==> config.mk <==
export PLATFORM = sky130hd
export DESIGN_NAME = player_bullet_controller_flat
export DESIGN_NICKNAME = d
export VERILOG_FILES = /design/src/rtl/player_bullet_if.sv /design/src/rtl/player_bullet_controller.sv /design/src/flat_wrapper.sv
export SDC_FILE = /design/constraint.sdc
export NUM_CORES = 2
export LEC_CHECK = 0
export ABC_CLOCK_PERIOD_IN_PS = 6800
export CORE_ASPECT_RATIO = 0.9
export CORE_MARGIN = 1
export CORE_UTILIZATION = 30
export DETAILED_ROUTE_END_ITERATION = 6
export GPL_ROUTABILITY_DRIVEN = 0
export HOLD_SLACK_MARGIN = 0.15
export PLACE_DENSITY = 0.45
export SYNTH_ARGS = -nofsm -noshare
export SYNTH_HDL_FRONTEND = slang
export SYNTH_SLANG_ARGS = --single-unit
==> constraint.sdc <==
create_clock -name clk25 -period 6.8 [get_ports clk25]
set_input_delay 1.36 -clock clk25 [delete_from_list [all_inputs] [get_ports clk25]]
set_output_delay 1.36 -clock clk25 [all_outputs]
set_load 0.005 [all_outputs]
==> src/rtl/player_bullet_if.sv <==
// Bus bundle around the player bullet pool: fire/player/fly inputs from the game logic and
// the flat bullet buses consumed by the renderer and the enemy controller.
interface player_bullet_if #(
    parameter int BULLET_COUNT = 8,
    parameter int FLY_COUNT    = 4
);
    logic                          fire;
    logic [9:0]                    player_x;
    logic [9:0]                    player_y;
    logic [10*FLY_COUNT-1:0]       fly_x_flat;
    logic [10*FLY_COUNT-1:0]       fly_y_flat;
    logic [FLY_COUNT-1:0]          fly_alive;
    logic [10*BULLET_COUNT-1:0]    bullet_x_flat;
    logic [10*BULLET_COUNT-1:0]    bullet_y_flat;
    logic [BULLET_COUNT-1:0]       bullet_active_flat;
    logic                          shot_fired;
    logic                          fire_dropped;

    modport master (
        output fire, player_x, player_y, fly_x_flat, fly_y_flat, fly_alive,
        input  bullet_x_flat, bullet_y_flat, bullet_active_flat, shot_fired, fire_dropped
    );

    modport slave (
        input  fire, player_x, player_y, fly_x_flat, fly_y_flat, fly_alive,
        output bullet_x_flat, bullet_y_flat, bullet_active_flat, shot_fired, fire_dropped
    );
endinterface

==> src/rtl/player_bullet_controller.sv <==
// Player bullet pool: spawns on fire, moves bullets up once per movement tick and retires them
// at the top edge or on contact with a live fly. Define AUTOFIRE_EN for level-held autofire.
module player_bullet_controller #(
    parameter int BULLET_COUNT   = 8,
    parameter int FLY_COUNT      = 4,
    parameter int MOVE_DIV_BITS  = 16,
    parameter int BULLET_SPEED   = 4,
    parameter int COOLDOWN_TICKS = 6,
    parameter int PLAYER_W       = 32,
    parameter int FLY_SIZE       = 32
) (
    input  logic           clk25,
    input  logic           rst_n,
    player_bullet_if.slave bus
);
    localparam int              CD_W      = (COOLDOWN_TICKS > 0) ? $clog2(COOLDOWN_TICKS + 1) : 1;
    localparam logic [CD_W-1:0] CD_RELOAD = CD_W'(COOLDOWN_TICKS);
    localparam logic [9:0]      SPEED     = 10'(BULLET_SPEED);
    localparam logic [9:0]      SPAWN_OFS = 10'(PLAYER_W / 2);
    localparam logic [10:0]     HIT_SIZE  = 11'(FLY_SIZE);

    typedef enum logic [1:0] {
        S_IDLE,
        S_SPAWN,
        S_COOL
    } state_t;

    state_t                     state_q, state_d;
    logic                       fire_f1_q, fire_f2_q, fire_prev_q;
    logic [MOVE_DIV_BITS-1:0]   tick_cnt_q;
    logic [CD_W-1:0]            cooldown_q, cooldown_d, cooldown_dec;
    logic                       shot_fired_q, fire_dropped_q;
    logic                       tick, edge_req, fire_req, any_free, spawn, drop;
    logic [BULLET_COUNT-1:0]    active_vec, free_mask, spawn_onehot;
    logic [10*BULLET_COUNT-1:0] x_vec, y_vec;
    logic [9:0]                 spawn_x;

    assign tick     = &tick_cnt_q;
    assign edge_req = fire_f2_q & ~fire_prev_q;
`ifdef AUTOFIRE_EN
    assign fire_req = fire_f2_q;
`else
    assign fire_req = edge_req;
`endif

    // Free slots are judged on registered state, so a slot retired this cycle is reused next cycle.
    assign free_mask    = ~active_vec;
    assign any_free     = |free_mask;
    assign spawn_onehot = free_mask & (~free_mask + BULLET_COUNT'(1));
    assign spawn_x      = bus.player_x + SPAWN_OFS;

    assign cooldown_dec = (tick && cooldown_q != '0) ? cooldown_q - CD_W'(1) : cooldown_q;
    assign cooldown_d   = spawn ? CD_RELOAD : cooldown_dec;

    always_ff @(posedge clk25 or negedge rst_n) begin
        if (!rst_n) begin
            fire_f1_q      <= 1'b0;
            fire_f2_q      <= 1'b0;
            fire_prev_q    <= 1'b0;
            tick_cnt_q     <= '0;
            cooldown_q     <= '0;
            state_q        <= S_IDLE;
            shot_fired_q   <= 1'b0;
            fire_dropped_q <= 1'b0;
        end else begin
            fire_f1_q      <= bus.fire;
            fire_f2_q      <= fire_f1_q;
            fire_prev_q    <= fire_f2_q;
            tick_cnt_q     <= tick_cnt_q + MOVE_DIV_BITS'(1);
            cooldown_q     <= cooldown_d;
            state_q        <= state_d;
            shot_fired_q   <= spawn;
            fire_dropped_q <= drop;
        end
    end

    // A refusal is only reported for a fresh press; a held autofire level just waits.
    always_comb begin
        state_d = state_q;
        spawn   = 1'b0;
        drop    = 1'b0;
        unique case (state_q)
            S_IDLE: begin
                if (fire_req && cooldown_q == '0 && any_free) begin
                    spawn   = 1'b1;
                    state_d = S_SPAWN;
                end else if (edge_req) begin
                    drop = 1'b1;
                end
            end
            S_SPAWN, S_COOL: begin
                drop    = edge_req;
                state_d = (cooldown_dec == '0) ? S_IDLE : S_COOL;
            end
            default: state_d = S_IDLE;
        endcase
    end

    genvar gi, gj;
    generate
        for (gi = 0; gi < BULLET_COUNT; gi++) begin : g_slot
            logic                 active_q, active_d;
            logic [9:0]           x_q, x_d, y_q, y_d;
            logic [FLY_COUNT-1:0] fly_hit;

            // 11-bit compares keep fx+FLY_SIZE from wrapping near the right/bottom edge.
            for (gj = 0; gj < FLY_COUNT; gj++) begin : g_fly
                logic [10:0] fx, fy, bx, by;
                assign fx = {1'b0, bus.fly_x_flat[gj*10 +: 10]};
                assign fy = {1'b0, bus.fly_y_flat[gj*10 +: 10]};
                assign bx = {1'b0, x_q};
                assign by = {1'b0, y_q};
                assign fly_hit[gj] = bus.fly_alive[gj]
                                   && (fx <= bx) && (bx < fx + HIT_SIZE)
                                   && (fy <= by) && (by < fy + HIT_SIZE);
            end

            always_comb begin
                active_d = active_q;
                x_d      = x_q;
                y_d      = y_q;
                if (spawn && spawn_onehot[gi]) begin
                    active_d = 1'b1;
                    x_d      = spawn_x;
                    y_d      = bus.player_y;
                end else if (tick && active_q) begin
                    if (|fly_hit) begin
                        active_d = 1'b0;
                    end else if (y_q < SPEED) begin
                        active_d = 1'b0;
                    end else begin
                        y_d = y_q - SPEED;
                    end
                end
            end

            always_ff @(posedge clk25 or negedge rst_n) begin
                if (!rst_n) begin
                    active_q <= 1'b0;
                    x_q      <= '0;
                    y_q      <= '0;
                end else begin
                    active_q <= active_d;
                    x_q      <= x_d;
                    y_q      <= y_d;
                end
            end

            assign active_vec[gi]      = active_q;
            assign x_vec[gi*10 +: 10]  = x_q;
            assign y_vec[gi*10 +: 10]  = y_q;
        end
    endgenerate

    assign bus.bullet_active_flat = active_vec;
    assign bus.bullet_x_flat      = x_vec;
    assign bus.bullet_y_flat      = y_vec;
    assign bus.shot_fired         = shot_fired_q;
    assign bus.fire_dropped       = fire_dropped_q;
endmodule

==> src/flat_wrapper.sv <==
// flat-port wrapper written by rule: the top's interface ports become plain ports
module player_bullet_controller_flat 
#(
    parameter int BULLET_COUNT   = 8,
    parameter int FLY_COUNT      = 4,
    parameter int MOVE_DIV_BITS  = 16,
    parameter int BULLET_SPEED   = 4,
    parameter int COOLDOWN_TICKS = 6,
    parameter int PLAYER_W       = 32,
    parameter int FLY_SIZE       = 32
)
  (clk25, rst_n, bus_fire, bus_player_x, bus_player_y, bus_fly_x_flat, bus_fly_y_flat, bus_fly_alive, bus_bullet_x_flat, bus_bullet_y_flat, bus_bullet_active_flat, bus_shot_fired, bus_fire_dropped);
  player_bullet_if #(.BULLET_COUNT(BULLET_COUNT), .FLY_COUNT(FLY_COUNT)) bus_i ();
  input  logic clk25;
  input  logic rst_n;
  input wire logic [$bits(bus_i.fire)-1:0] bus_fire;
  input wire logic [$bits(bus_i.player_x)-1:0] bus_player_x;
  input wire logic [$bits(bus_i.player_y)-1:0] bus_player_y;
  input wire logic [$bits(bus_i.fly_x_flat)-1:0] bus_fly_x_flat;
  input wire logic [$bits(bus_i.fly_y_flat)-1:0] bus_fly_y_flat;
  input wire logic [$bits(bus_i.fly_alive)-1:0] bus_fly_alive;
  output wire logic [$bits(bus_i.bullet_x_flat)-1:0] bus_bullet_x_flat;
  output wire logic [$bits(bus_i.bullet_y_flat)-1:0] bus_bullet_y_flat;
  output wire logic [$bits(bus_i.bullet_active_flat)-1:0] bus_bullet_active_flat;
  output wire logic [$bits(bus_i.shot_fired)-1:0] bus_shot_fired;
  output wire logic [$bits(bus_i.fire_dropped)-1:0] bus_fire_dropped;
  assign bus_i.fire = bus_fire;
  assign bus_i.player_x = bus_player_x;
  assign bus_i.player_y = bus_player_y;
  assign bus_i.fly_x_flat = bus_fly_x_flat;
  assign bus_i.fly_y_flat = bus_fly_y_flat;
  assign bus_i.fly_alive = bus_fly_alive;
  assign bus_bullet_x_flat = bus_i.bullet_x_flat;
  assign bus_bullet_y_flat = bus_i.bullet_y_flat;
  assign bus_bullet_active_flat = bus_i.bullet_active_flat;
  assign bus_shot_fired = bus_i.shot_fired;
  assign bus_fire_dropped = bus_i.fire_dropped;
  player_bullet_controller #(.BULLET_COUNT(BULLET_COUNT), .FLY_COUNT(FLY_COUNT), .MOVE_DIV_BITS(MOVE_DIV_BITS), .BULLET_SPEED(BULLET_SPEED), .COOLDOWN_TICKS(COOLDOWN_TICKS), .PLAYER_W(PLAYER_W), .FLY_SIZE(FLY_SIZE)) u_core (.clk25(clk25), .rst_n(rst_n), .bus(bus_i));
endmodule
==> impl_metrics.csv <==
group,metric,value,unit
run_status,status,"finished, final reports clean",
power_and_ir_drop,p_clk_share,20.1,%
global_routing,grt_pass1_wl,277000,um
clocking,numCtsBuffers,17,
power_and_ir_drop,power.internal,3000,uW
sta,maxSlewViolCount,0,
cells_and_area,fin_area,43100,um2
routing,drtAntennaViolNets,0,
cells_and_area,fillers,12700,
power_and_ir_drop,p_leak,0.0211,uW
floorplan,rows,121,
floorplan,start_util,30.3,%
critical_path,crit_path_end_kind,"flop",
sta,fin_crit,5.63,ns
cells_and_area,area_growth,17.5,%
sta,max_freq,178,MHz
synth,syn-instance-count,4258,
floorplan,fp.dieW,370,um
sta,hold_viol,0,
sta,slew_headroom,3.33,%
sta,finalCritPeriodShare,82.8,%
synth,synth_edf_count,0,
place,dpl-instance-area,42400,um2
power_and_ir_drop,combPwrFrac,53.9,%
cells_and_area,regArea,4850,um2
critical_path,cp.arrival,6.06,ns
hold_path,hold_class,"reg2reg",
routing,detail_route.wl_per_cell,32.3,um
clocking,clock_path_buffers,2,
clocking,cts-root-buf,"clkbuf_16",
floorplan,die_area,124000,um2
sta,finalHoldWorstSlack,0.354,ns
power_and_ir_drop,p_seq_share,26.1,%
critical_path,startpoint_type,"input port",
critical_path,slowest_delay,1.06,ns
sta,tns,0,ns
critical_path,crit_required,7.23,ns
critical_path,slowest_stage,"nor4b_2",
global_routing,first_global_vias,35800,
synth,syn_area_per_cell,8.61,um2
synth,ys_warn_count,0,
clocking,ctsHoldBuffers,0,
synth,seq_area_frac_synth,13.2,%
critical_path,crit_type,"in2reg",
cells_and_area,final_layout_size_suffix_gt1_share,5.62,%
floorplan,core_area,121000,um2
global_routing,antenna_found_initial,7,
cells_and_area,multiInputGateArea,30300,um2
routing,post_drt_via_cell_ratio,5.94,
floorplan,die_y,334,um
power_and_ir_drop,switching_share,49.5,%
power_and_ir_drop,ir_drop,179,uV
synth,synthTopCellsByCount,"ha_1, a21oi_1, inv_1",
clocking,post_cts_buffers,0,
sta,rsz0062_at_grt,"false",
global_routing,grt_max_degree,116,
sta,skew,0.0186,ns
routing,drtPass1Iterations,6,
power_and_ir_drop,power_switching,2940,uW
synth,ys_ff_latch,194,
floorplan,ios,277,
clocking,h-tree-depth,4,
clocking,clkSinkCount,194,
place,port-buffer-count,276,
synth,yosys.area.top_type,"ha_1",
global_routing,grtUsageTotal,32.0,%
sta,setup_viol,0,
routing,drcViolationCount,0,
synth,syn_nets,5635,
clocking,clk_pin_slew,0.09,ns
place,dp_hpwl,162000,um
cells_and_area,finalCoreUtilization,35.5,%
critical_path,crit_buf_inv,1,
critical_path,critPathMaxFanout,10,
critical_path,crit_chain,"clkdlybuf4s50_1 -> ha_1 -> nand3_1 -> xor2_1 -> ha_1 -> nor3_1 -> o311ai_0 -> o21ai_0 -> o2111ai_1 -> o31ai_1 -> nor4b_2 -> nand4_1 -> o31ai_1 -> o21ai_0",
synth,synth-async-reset-ratio,100,%
clocking,worstSkewPairLatency,0.57,ns
synth,synthFlopType,"dfrtp_1",
cells_and_area,nets,6030,
synth,synthesis.area,36700,um2
routing,wl,203000,um
global_routing,gr-total-overflow,0,
synth,yosysMostFrequentCell,"ha_1",
clocking,cts_tree,"yes",
critical_path,crit_family,"simple AND/OR/NAND/NOR gates",
routing,dr_total_vias,37200,
synth,synth_top_area_share,43.4,%
power_and_ir_drop,power_density,138,nW/um2
sta,worst_pin_slew,1.44,ns
clocking,cts_resized,0,
synth,synthTopCellsByArea,"ha_1, dfrtp_1, a21oi_1",
routing,first_iter_violations,3891,
flow_run,drv_cap,0,
synth,netlist-cell-type-count,79,
layer usage:
metal  track usage, %  routed length [um]  up-vias
met1             44.0               90100    18300
met2             47.9               85200     1783
met3             6.11               17600      365
met5                0                   0        -
li1                 -                   -    16800
met4             14.7                9830        0
cell type report:
type	instances	area share, %
Antenna cell	2	0.0116
Tap cell	1599	4.65
Timing Repair Buffer	447	9.44
Inverter	314	2.74
Sequential cell	194	11.3
Clock buffer	18	1.02
Multi-Input combinational cell	3679	70.5
Clock inverter	14	0.410
logic make-up after synthesis:
| logic type | share of synthesized area [%] |
|---|---|
| adder cells (fa/ha/maj) | 43.5 |
| buffers and inverters | 4.07 |
| multiplexers | 0.993 |
| flip-flops | 13.2 |
| XOR/XNOR | 1.81 |
| AND/OR/NAND/NOR | 15.2 |
| AO/OA/AOI/OAI | 21.2 |
worst paths after layout:
check                      slack [ns]                             endpoint                                start  depth (start not counted)
setup / recovery                 1.17  u_core.g_slot[1].y_q[8]$_DFFE_PN0P_                   bus_fly_y_flat[26]                         14
hold / removal                   0.35           u_core.fire_f2_q$_DFF_PN0_           u_core.fire_f1_q$_DFF_PN0_                          0
setup reg to reg                 2.21  u_core.g_slot[1].y_q[8]$_DFFE_PN0P_  u_core.g_slot[1].y_q[2]$_DFFE_PN0P_                         11
hold reg to reg                  0.35           u_core.fire_f2_q$_DFF_PN0_           u_core.fire_f1_q$_DFF_PN0_                          0
max in group asynchronous        4.66           u_core.fire_f1_q$_DFF_PN0_                                rst_n                          2
min in group asynchronous        0.81  u_core.g_slot[0].x_q[2]$_DFFE_PN0P_                                rst_n                          1
worst reg2reg max path, stage by stage (launching register included):
cell,delay [ns]
dfrtp_1,0.74
inv_1,0.35
ha_1,0.44
o21ai_0,0.16
a2111oi_0,0.48
o21ai_0,0.29
o2111ai_1,0.18
o31ai_1,0.16
nor4b_2,1.06
nand4_1,0.28
o31ai_1,0.25
o21ai_0,0.10
power by group through the flow:
stage,combinational [uW],sequential (uW),clock (uW)
finish,3200,1550,1190
global route,3460,1550,1250
CTS,3120,1540,1220
detailed placement,3100,1560,0
global placement,3080,1570,0
floorplan,1710,1390,0
stage by stage:
step                total power [uW]  setup WS [ns]  std cells
global route                    6260           1.01       6265
global placement                4650          0.740       6233
finish                          5940           1.17       6267
floorplan                       3100           2.42       4258
detailed placement              4660          0.719       6233
CTS                             5880           1.28       6265
registers in the layout, summed over array words and instances (netlist names):
signal / count
u_core.fire_prev_q: 1
u_core.fire_f1_q: 1
u_core.fire_f2_q: 1
u_core.tick_cnt_q: 16
u_core.cooldown_q: 3
u_core.g_slot.y_q: 80
u_core.bus.fire_dropped: 1
u_core.g_slot.x_q: 80
u_core.bus.shot_fired: 1
u_core.state_q: 2
u_core.g_slot.active_q: 8
placed cells by master, fill, tap and decap left out, types with 19 or more instances in the layout:
cell type        netlist  routed
o2111ai_1             19      19
nand2b_1              63      63
nand4_1              113     113
o21a_1                47      47
and3_1                32      32
xor2_1                22      22
nand2_1              278     278
ha_1                1270    1270
dfrtp_1              194     194
nor2b_1               76      76
a211o_1               20      20
o21ai_0              279     279
or3_1                 26      26
buf_4                  9     170
inv_1                313     313
a2111oi_0             34      34
clkdlybuf4s50_1        0     275
nand3_1              135     135
a21oi_1              330     330
mux2_2                27      27
nor3_1                75      73
a31oi_1               31      31
nor4_1                27      27
a211oi_1              63      63
and4_1                21      21
a21o_1               122     122
xnor2_1               52      51
o31ai_1               20      20
o211ai_1              59      59
nor2_1               183     181
(Power assumes the default switching activity.)
